--- config.mk ---
export PLATFORM = sky130hd
export DESIGN_NAME = clk_period_meter
export DESIGN_NICKNAME = d
export VERILOG_FILES = /design/src/rtl/clk_period_meter.sv
export SDC_FILE = /design/constraint.sdc
export NUM_CORES = 1
export LEC_CHECK = 0
export CELL_PAD_IN_SITES_DETAIL_PLACEMENT = 1
export CELL_PAD_IN_SITES_GLOBAL_PLACEMENT = 2
export CORE_MARGIN = 2
export CORE_UTILIZATION = 37
export DETAILED_ROUTE_END_ITERATION = 16
export PLACE_DENSITY_LB_ADDON = 0.2
export SYNTH_ARGS = -nofsm -noshare
export SYNTH_HDL_FRONTEND = slang
export SYNTH_SLANG_ARGS = --single-unit
--- constraint.sdc ---
create_clock -name clk -period 4.55 [get_ports clk]
set_input_delay 0.91 -clock clk [delete_from_list [all_inputs] [get_ports clk]]
set_output_delay 0.91 -clock clk [all_outputs]
set_load 0.01 [all_outputs]
--- src/rtl/clk_period_meter.sv ---
// Measures the period and high time of a slow, asynchronous input in system clock cycles.
// Supports single-shot and continuous measurement, with a timeout for a dead input.
module clk_period_meter #(
    parameter int CNT_W   = 27,
    parameter int TIMEOUT = 100_000_000
) (
    input  logic             clk,
    input  logic             rst,
    input  logic             sig_in,
    input  logic             start,
    input  logic             cont,
    output logic [CNT_W-1:0] period,
    output logic [CNT_W-1:0] high_time,
    output logic             valid,
    output logic             busy,
    output logic             timeout
);

    typedef enum logic [1:0] {
        IDLE,
        ARM,
        MEASURE
    } state_t;

    localparam logic [CNT_W-1:0] TIMEOUT_CNT = CNT_W'(TIMEOUT);
    localparam logic [CNT_W-1:0] ONE_CNT     = CNT_W'(1);

    state_t           state;
    state_t           state_next;
    logic             s1;
    logic             s2;
    logic             s3;
    logic             rise;
    logic             fall;
    logic [CNT_W-1:0] cnt;
    logic [CNT_W-1:0] cnt_next;
    logic [CNT_W-1:0] period_next;
    logic [CNT_W-1:0] high_next;
    logic             valid_next;
    logic             timeout_next;

    // Both edges see the same synchronizer lag, so measured widths are exact.
    always_ff @(posedge clk or posedge rst) begin
        if (rst) begin
            s1 <= 1'b0;
            s2 <= 1'b0;
            s3 <= 1'b0;
        end else begin
            s1 <= sig_in;
            s2 <= s1;
            s3 <= s2;
        end
    end

    assign rise = s2 & ~s3;
    assign fall = ~s2 & s3;
    assign busy = (state != IDLE);

    always_ff @(posedge clk or posedge rst) begin
        if (rst) begin
            state     <= IDLE;
            cnt       <= '0;
            period    <= '0;
            high_time <= '0;
            valid     <= 1'b0;
            timeout   <= 1'b0;
        end else begin
            state     <= state_next;
            cnt       <= cnt_next;
            period    <= period_next;
            high_time <= high_next;
            valid     <= valid_next;
            timeout   <= timeout_next;
        end
    end

    // A rise always wins over the timeout check in the same cycle.
    always_comb begin
        state_next   = state;
        cnt_next     = cnt;
        period_next  = period;
        high_next    = high_time;
        valid_next   = 1'b0;
        timeout_next = 1'b0;
        case (state)
            IDLE: begin
                if (start) begin
                    cnt_next   = ONE_CNT;
                    state_next = ARM;
                end
            end
            ARM: begin
                if (rise) begin
                    cnt_next   = ONE_CNT;
                    state_next = MEASURE;
                end else if (cnt == TIMEOUT_CNT) begin
                    timeout_next = 1'b1;
                    state_next   = IDLE;
                end else begin
                    cnt_next = cnt + ONE_CNT;
                end
            end
            MEASURE: begin
                if (rise) begin
                    period_next = cnt;
                    valid_next  = 1'b1;
                    if (cont) begin
                        cnt_next = ONE_CNT;
                    end else begin
                        state_next = IDLE;
                    end
                end else if (fall) begin
                    high_next = cnt;
                    cnt_next  = cnt + ONE_CNT;
                end else if (cnt == TIMEOUT_CNT) begin
                    timeout_next = 1'b1;
                    state_next   = IDLE;
                end else begin
                    cnt_next = cnt + ONE_CNT;
                end
            end
            default: begin
                state_next = IDLE;
            end
        endcase
    end

endmodule

**Word-level counts from Yosys, hierarchy flattened**

Cells that the tools add are included.

- Bits in read-only memories: 0
- Flip-flop bits (word level): 88
- Bits of input ports: 5
- Latch bits: 0
- Output and inout bits: 57
- RAM bits: 0
- Logic and storage cells: 50
- Memories: 0

- Add/sub/neg operators: 1
- Reduce and logical (&&, ||, !) cells: 7
- $lt $le $gt $ge: 0
- Multipliers: 0
- Muxes and demuxes: 21
- Equality and inequality tests: 7
- Shifts and indexed selects: 0
- Bitwise operators: 5
- Div/mod/pow operators: 0

Operators by type and width:

| operator | count |
|---|---|
| two-way mux 27 bit | 6 |
| case mux 27 bit (3 select lines) | 1 |
| adder 27 x 1 -> 27 bit, second input constant | 1 |
| == test 27 bit, second input constant | 1 |
| two-way mux 2 bit | 6 |
| inequality test 3 bit, second input constant | 3 |
| AND reduction 3 bit | 3 |
| two-way mux 1 bit | 6 |
| case mux 2 bit (3 select lines) | 1 |
| inverter 1 bit | 3 |
| nonzero test 3 bit | 1 |
| bitwise AND 1 bit | 2 |
| == test 2 x 1 -> 1 bit, second input constant | 1 |
| == test 2 bit, second input constant | 1 |
| zero test 2 bit | 1 |
| inequality test 2 bit, second input constant | 1 |
| case mux 1 bit (2 select lines) | 1 |
| AND reduction 2 bit | 1 |
| nonzero test 2 bit | 1 |

**Logic depth before layout (Yosys ltp)**

Gate-level depths: netlist of the first run.

- Depth in word-level cells: 5
- Depth in mapped cells: 9
- Depth with buffers taken out: 7

**Least setup slack after synthesis of the first run**

No wires, ideal clock.

- Kind: input to register
- From: in start
- To: reg cnt[24]
- Data arrival time: 1.772 ns
- Setup time: 0.078 ns
- Stages on the path: 6
- Path slack: 2.700 ns
- Path buffers: 1
- Data required time: 4.472 ns
- Cell sequence: nand2b_1 o21ai_0 nor2_1 buf_2 nand4_1 o2bb2ai_1

- Word-level cells in the longest chain between the ends: 2

Ends and longest elaborated chain:

| what | line | RTL |
|---|---|---|
| start: declaration | 10 | `input logic start,` |
| inequality test 2 bit (no line) | - |  |
| AND reduction 3 bit (no line) | - |  |
| end signal: assignment | 69 | `cnt <= cnt_next;` |
| end: declaration | 35 | `logic [CNT_W-1:0] cnt;` |

No other way between the ends.
A chain may end at the register's enable or synchronous reset.

**Worst setup path after layout of the first run**

- From: reg state[0]
- To: out busy

- Word-level cells in the longest chain between the ends: 1

Ends and longest elaborated chain:

| what | line | RTL |
|---|---|---|
| start: declaration | 28 | `state_t state;` |
| start signal: assignment | 68 | `state <= state_next;` |
| nonzero test 2 bit | 57 | `assign busy = (state != IDLE);` |
| end: declaration | 15 | `output logic busy,` |

No other way between the ends.

==> results.py, run 1 <==
metrics = {
    "critical_path": {
        "cp_slowest_stage_delay_ps": 540,
        "cp-end-kind": "primary output",
        "slowest_stage": "clkdlybuf4s50_1",
        "crit_required_ps": 3640,
        "path_cells": "inv_1 -> ha_1 -> inv_1 -> clkdlybuf4s50_1",
        "worst_ep_arrival_time_ps": 1790,
        "critPathKind": "reg -> out",
        "crit_path_frequent_cell": "inv_1",
        "startpoint_type": "flop",
        "path_max_fanout": 4,
    },
    "logic_synthesis": {
        "synth_warnings": 0,
        "syn_inst": 417,
        "synth_seq_cells": 88,
        "avgSynthCellArea_um2": 9.974,
        "ys_seq_area_share_pct": 52.95,
        "synth.distinct_cells": 51,
        "syn_area_um2": 4159,
        "syn_nets": 428,
    },
    "power_and_ir_drop": {
        "pwr_density_cell_nw_per_um2": 397.9,
        "total_leakage_power_nw": 2.317,
        "internal_power_mw": 1.286,
        "combPwrFrac_pct": 30.4,
        "vdd_drop_max_v": 0.0002145,
        "switching_share_pct": 35.87,
        "p_clk_share_pct": 26.8,
        "p_sw_uw": 719.5,
        "seq_power_share_pct": 42.8,
        "p_total_mw": 2.006,
    },
    "sta": {
        "fin_ws_ps": 1850,
        "min_period_over_period_pct": 59.35,
        "clock_skew_ps": 10.92,
        "rsz0062_at_grt": "false",
        "worst_slew_pin_slew_ps": 868.9,
        "holdWs_ps": 360.1,
        "tns_ps": 0,
        "relSlewSlack_pct": 41.90,
        "fin_crit_ps": 2700,
        "fmax_ghz": 0.3703,
        "hold_violations": 0,
        "drv_slew": 0,
        "finalSetupViolCount": 0,
    },
    "floorplan": {
        "fp.dieH_um": 110.0,
        "core_um2": 10890,
        "start_util_pct": 38.20,
        "ios": 62,
        "rows": 38,
        "dieArea_um2": 12100,
        "dieWidth_um": 110.0,
    },
    "global_route": {
        "globalRouteMet3Util_pct": 3.410,
        "grtUsageTotal_pct": 19.93,
        "antenna_found_initial": 0,
        "grt_pass1_wl_um": 18400,
        "grt_pass1_vias": 3572,
        "busiest_layer": "met2",
        "gr-usage-met1_pct": 25.54,
        "grt_max_degree": 39,
        "grt-ovfl-total": 0,
        "grt_use_met2_pct": 33.04,
    },
    "placement": {
        "routabilityCongestion": 0.7989,
        "port_buffers": 61,
        "place_ws_ps": 1896,
        "dp_hpwl_um": 7396,
    },
    "clock_tree": {
        "cts_made_buffers": 9,
        "clock_latency_ps": 380,
        "clockBufferDepth": 2,
        "cts_resized": 0,
        "postCtsHoldBufs": 0,
        "cts.reportedPaths.clkPinSlew_ps": 80,
        "htreeDepth": 3,
        "cts_setup_buffers": 0,
        "clock-sinks": 88,
        "root_buffer": "clkbuf_8",
        "cts_tree": "done",
    },
    "drt": {
        "ant_nets": 0,
        "drc": 0,
        "drt_wl_total_um": 10920,
        "vias_per_cell": 5.427,
        "drt_iter0_markers": 144,
        "vias": 3327,
        "drt_pass1_iterations": 4,
        "wl_per_cell_um": 17.81,
    },
    "cells_and_area": {
        "final_cell_mix": "nand2_1 (96), dfrtp_1 (88), clkdlybuf4s50_1 (61)",
        "final_common_cell": "nand2_1",
        "layout-drive-gt1-share_pct": 12.26,
        "n_fill_cell": 1243,
        "antennaDiodeCount": 0,
        "fin_nets": 479,
        "areaGrowthSynthToFinish_pct": 21.21,
    },
    "status": {
        "status": "completed",
    },
    "flow_run": {
        "maxCapViolCount": 0,
    },
    "worst_hold_path": {
        "min_path_type": "reg -> reg",
    },
}
-- path summary, 6_finish.rpt --
check                         start         end  slack [ps]  depth (start not counted)
setup / recovery           state[0]        busy        1850                          4
hold / removal                   s1          s2         360                          0
setup reg to reg           state[0]      cnt[0]        1920                          8
hold reg to reg                  s1          s2         360                          0
max in group asynchronous       rst   period[3]        2910                          3
min in group asynchronous       rst  period[15]         810                          2
-- critical path, delay by kind of cell (launching register included) --
kind | cells | cell delay [ps]
flops | 1 | 420
fa+ha+maj | 1 | 260
buf+inv | 3 | 730
-- power groups by stage --
stage | sequential (mW) | clock, mW | combinational (mW)
final | 0.858 | 0.539 | 0.609
after floorplan | 0.873 | 0 | 0.410
after global routing | 0.865 | 0.587 | 0.672
after global placement | 0.871 | 0 | 0.584
after CTS | 0.859 | 0.554 | 0.615
after detailed placement | 0.874 | 0 | 0.609
-- synth_stat cells, drive strengths merged --
library cell   n  area (um2)
nand2         96       360.4
dfrtp         88        2202
o21ai         45       229.0
mux2          24       270.3
buf           18       97.59
nand3         17       127.6
nor2          17       63.81
nand4         11       75.07
a21oi         10       50.05
a31oi         10       62.56
clkbuf        10       40.04
inv            9       33.78
o31ai          8       60.06
ha             6       75.07
and3           5       31.28
nor4           5       67.56
nor3           4       31.28
o41ai          4       35.03
nand2b         3       18.77
nor4b          3       26.28
a41oi          2       17.52
and2           2       12.51
and3b          2       17.52
mux2i          2       20.02
nand3b         2       15.01
a311oi         1       8.760
a32oi          1       8.760
and4           1       10.01
and4b          1       10.01
clkinv         1       3.750
nor2b          1       6.260
nor3b          1       7.510
nor4bb         1       10.01
o21a           1       7.510
o21bai         1       7.510
o221ai         1       15.01
o2bb2ai        1       8.760
or2            1       6.260
or3b           1       8.760
-- layer usage --
layer  up-vias  wire (um)  share of wire, %
met1      1699       5093                47
li1       1560          -                 -
met4         0        248               2.3
met2        51       5340                49
met5         -          0                 0
met3        17        234               2.1
-- registers in the layout (all words and copies together), names as in the netlist --
signal     count
s3             1
s2             1
timeout        1
state          2
high_time     27
s1             1
valid          1
period        27
cnt           27
-- logic make-up after synthesis --
family,count (synthesis),synth area share [%]
adders and majority gates,6,1.805
DFF,88,52.95
AOI/OAI and AO/OA,85,12.27
buffers and inverters,38,4.212
and+or+nand+nor,174,21.78
muxes,26,6.980
-- per-stage QoR --
step                std cells  instance area (um2)  util (%)
floorplan                 417                 4159         -
global placement          597                 4861     44.64
detailed placement        597                 4861     44.64
CTS                       613                 5041     46.30
global route              613                 5041     46.30
finish                    613                 5041     46.30
-- layout make-up --
type | instances | area, um2 | share of cell area [%]
Sequential cell | 88 | 2202 | 43.68
Multi-Input combinational cell | 291 | 1782 | 35.34
Timing Repair Buffer | 68 | 663.1 | 13.15
Tap cell | 140 | 175.2 | 3.475
Clock buffer | 12 | 135.1 | 2.681
Clock inverter | 4 | 45.04 | 0.8935
Inverter | 10 | 38.79 | 0.7694
No activity file was read; power rests on OpenSTA's default activity.
==> run 2: changes to the inputs <==
Settings changed: CORE_UTILIZATION 37 to 34.
Clock period 4.55 ns to 2.5 ns, I/O delays scaled along.
==> run 2 against run 1 <==
Compared with the run above:
- critical path depth is the same
- core utilization shrank 1.8 points
- hold slack gained 1.7 ps
- power grew 120%
- cell area grew 5.5%
- first-iteration DRC count shrank 15%
- critical path type unchanged
- non-clock buffer count grew 7
- critical endpoint unchanged
- count of clock-buffer cells in the layout shrank 1
==> results.py, run 2 (synthesis gave the netlist of run 1 again) <==
metrics = {
    "status": {
        "status": "completed",
    },
    "critical_path": {
        "worst_ep_arrival_time_ps": 1720,
        "r2r_slack_ps": 320,
        "path_cells": "inv_1 -> ha_1 -> inv_1 -> clkdlybuf4s50_1",
        "cp-end-kind": "primary output",
        "critical_path_buf_inv_count": 3,
        "crit_required_ps": 2000,
        "cp_slowest_stage_delay_ps": 540,
        "critPathKind": "reg -> out",
        "cpLargestDelayFamily": "buffers and inverters",
        "path_max_fanout": 4,
        "slowest_stage": "clkdlybuf4s50_1",
        "r2r_start": "state[0]",
        "startpoint_type": "flop",
        "crit_path_frequent_cell": "inv_1",
        "timing.rr.end": "cnt[18]",
        "rr_worst_depth": 7,
    },
    "power_and_ir_drop": {
        "switching_share_pct": 30.98,
        "p_clk_share_pct": 38.1,
        "p_sw_mw": 1.355,
        "vdd_drop_max_v": 0.0003009,
        "pwr_density_cell_nw_per_um2": 821.8,
        "internal_power_mw": 3.017,
        "seq_power_share_pct": 35.6,
        "combPwrFrac_pct": 26.3,
        "total_leakage_power_nw": 2.438,
    },
    "sta": {
        "worst_slew_pin_slew_ps": 602.8,
        "finalSetupViolCount": 0,
        "drv_slew": 0,
        "hold_violations": 0,
        "fin_crit_ps": 2223,
        "tns_ps": 0,
        "relSlewSlack_pct": 59.73,
        "min_period_over_period_pct": 88.90,
        "clock_skew_ps": 4.612,
        "rsz0062_at_grt": "false",
        "fmax_ghz": 0.4499,
    },
    "floorplan": {
        "core_um2": 11960,
        "ios": 62,
        "fp.dieH_um": 114.6,
        "rows": 40,
        "dieWidth_um": 114.6,
        "dieArea_um2": 13130,
        "start_util_pct": 34.77,
    },
    "drt": {
        "vias": 3304,
        "drt_iter0_markers": 123,
        "drt_wl_total_um": 10930,
        "ant_nets": 0,
        "wl_per_cell_um": 17.44,
        "drc": 0,
        "vias_per_cell": 5.270,
        "drt_pass1_iterations": 4,
    },
    "cells_and_area": {
        "stdcell_area_um2": 5320,
        "final_cell_mix": "nand2_1 (96), dfrtp_1 (88), clkdlybuf4s50_1 (61)",
        "top_regs": "cnt: 27 flops, high_time: 27 flops, period: 27 flops",
        "areaGrowthSynthToFinish_pct": 27.92,
        "fin_nets": 486,
        "antennaDiodeCount": 0,
        "final_common_cell": "nand2_1",
        "layout-drive-gt1-share_pct": 13.96,
    },
    "clock_tree": {
        "root_buffer": "clkbuf_16",
        "cts_setup_buffers": 0,
        "cts_made_buffers": 9,
        "clock_latency_ps": 340,
        "postCtsHoldBufs": 0,
        "cts.reportedPaths.clkPinSlew_ps": 60,
        "cts_resized": 0,
        "cts_tree": "done",
        "htreeDepth": 3,
        "clockBufferDepth": 2,
        "clock-sinks": 88,
    },
    "global_route": {
        "grt_max_degree": 32,
        "grt_pass1_wl_um": 18170,
        "grt_pass1_vias": 3496,
        "grt-ovfl-total": 0,
        "antenna_found_initial": 0,
        "grtUsageTotal_pct": 17.82,
    },
    "flow_run": {
        "maxCapViolCount": 0,
    },
    "worst_hold_path": {
        "holdPathEnd": "s2",
        "hold_start": "s1",
        "min_path_cells": 0,
        "min_path_type": "reg -> reg",
    },
    "placement": {
        "dp_hpwl_um": 7397,
        "place_area_um2": 4950,
        "routabilityCongestion": 0.7567,
        "port_buffers": 61,
    },
}
[run 2: cell count changes in the layout (fill, tap and decap cells not counted), sizes merged]
cell	change
clkbuf	-1
buf	+7
bufinv	+3
clkinv	-4
clkinvlp	+2
[run 2: worst max path at each step]
stage               slack (ps)  cells after the start  startpoint       to
floorplan                  710                      9    state[0]   cnt[0]
global placement           290                      6       start  cnt[13]
detailed placement         270                      6       start  cnt[18]
CTS                        250                      4    state[0]     busy
global route               100                      7    state[0]  cnt[18]
finish                     280                      4    state[0]     busy
[run 2: metrics by stage]
step           total power [mW]  util [%]  hold WS [ps]  instances  worst slack [ps]
2_1_floorplan             2.336         -         331.2        417             705.7
3_3_place_gp              2.708     41.38         333.6        611             294.1
3_5_place_dp              2.732     41.38         358.4        611             269.4
4_1_cts                   4.422     44.48         364.0        627             247.0
5_1_grt                   4.617     44.48         366.8        627             104.4
6_report                  4.372     44.48         361.8        627             277.4
[run 2: power by group through the flow]
| stage | Sequential [mW] | Combinational (mW) | Clock (mW) |
|---|---|---|---|
| floorplan | 1.59 | 0.747 | 0 |
| global placement | 1.58 | 1.12 | 0 |
| detailed placement | 1.59 | 1.15 | 0 |
| CTS | 1.56 | 1.16 | 1.71 |
| global route | 1.57 | 1.29 | 1.76 |
| finish | 1.56 | 1.15 | 1.66 |
[run 2: layout make-up]
| cell class | instances | area [um2] |
|---|---|---|
| repair buffers | 75 | 740.7 |
| well taps | 147 | 183.9 |
| flip-flops and latches | 88 | 2202 |
| inverters | 10 | 41.29 |
| fillers | 1334 | 6641 |
| multi-input cells | 291 | 1782 |
| clock buffers | 11 | 242.7 |
| clock inverters | 5 | 127.6 |
[run 2: layer usage]
layer  vias to the layer above  track usage (%)  wire (um)
met5                         -                0          0
met4                         0            7.480        145
met1                      1667            23.43       5225
met3                         9            2.541        250
li1                       1583                -          -
met2                        45            29.43       5311
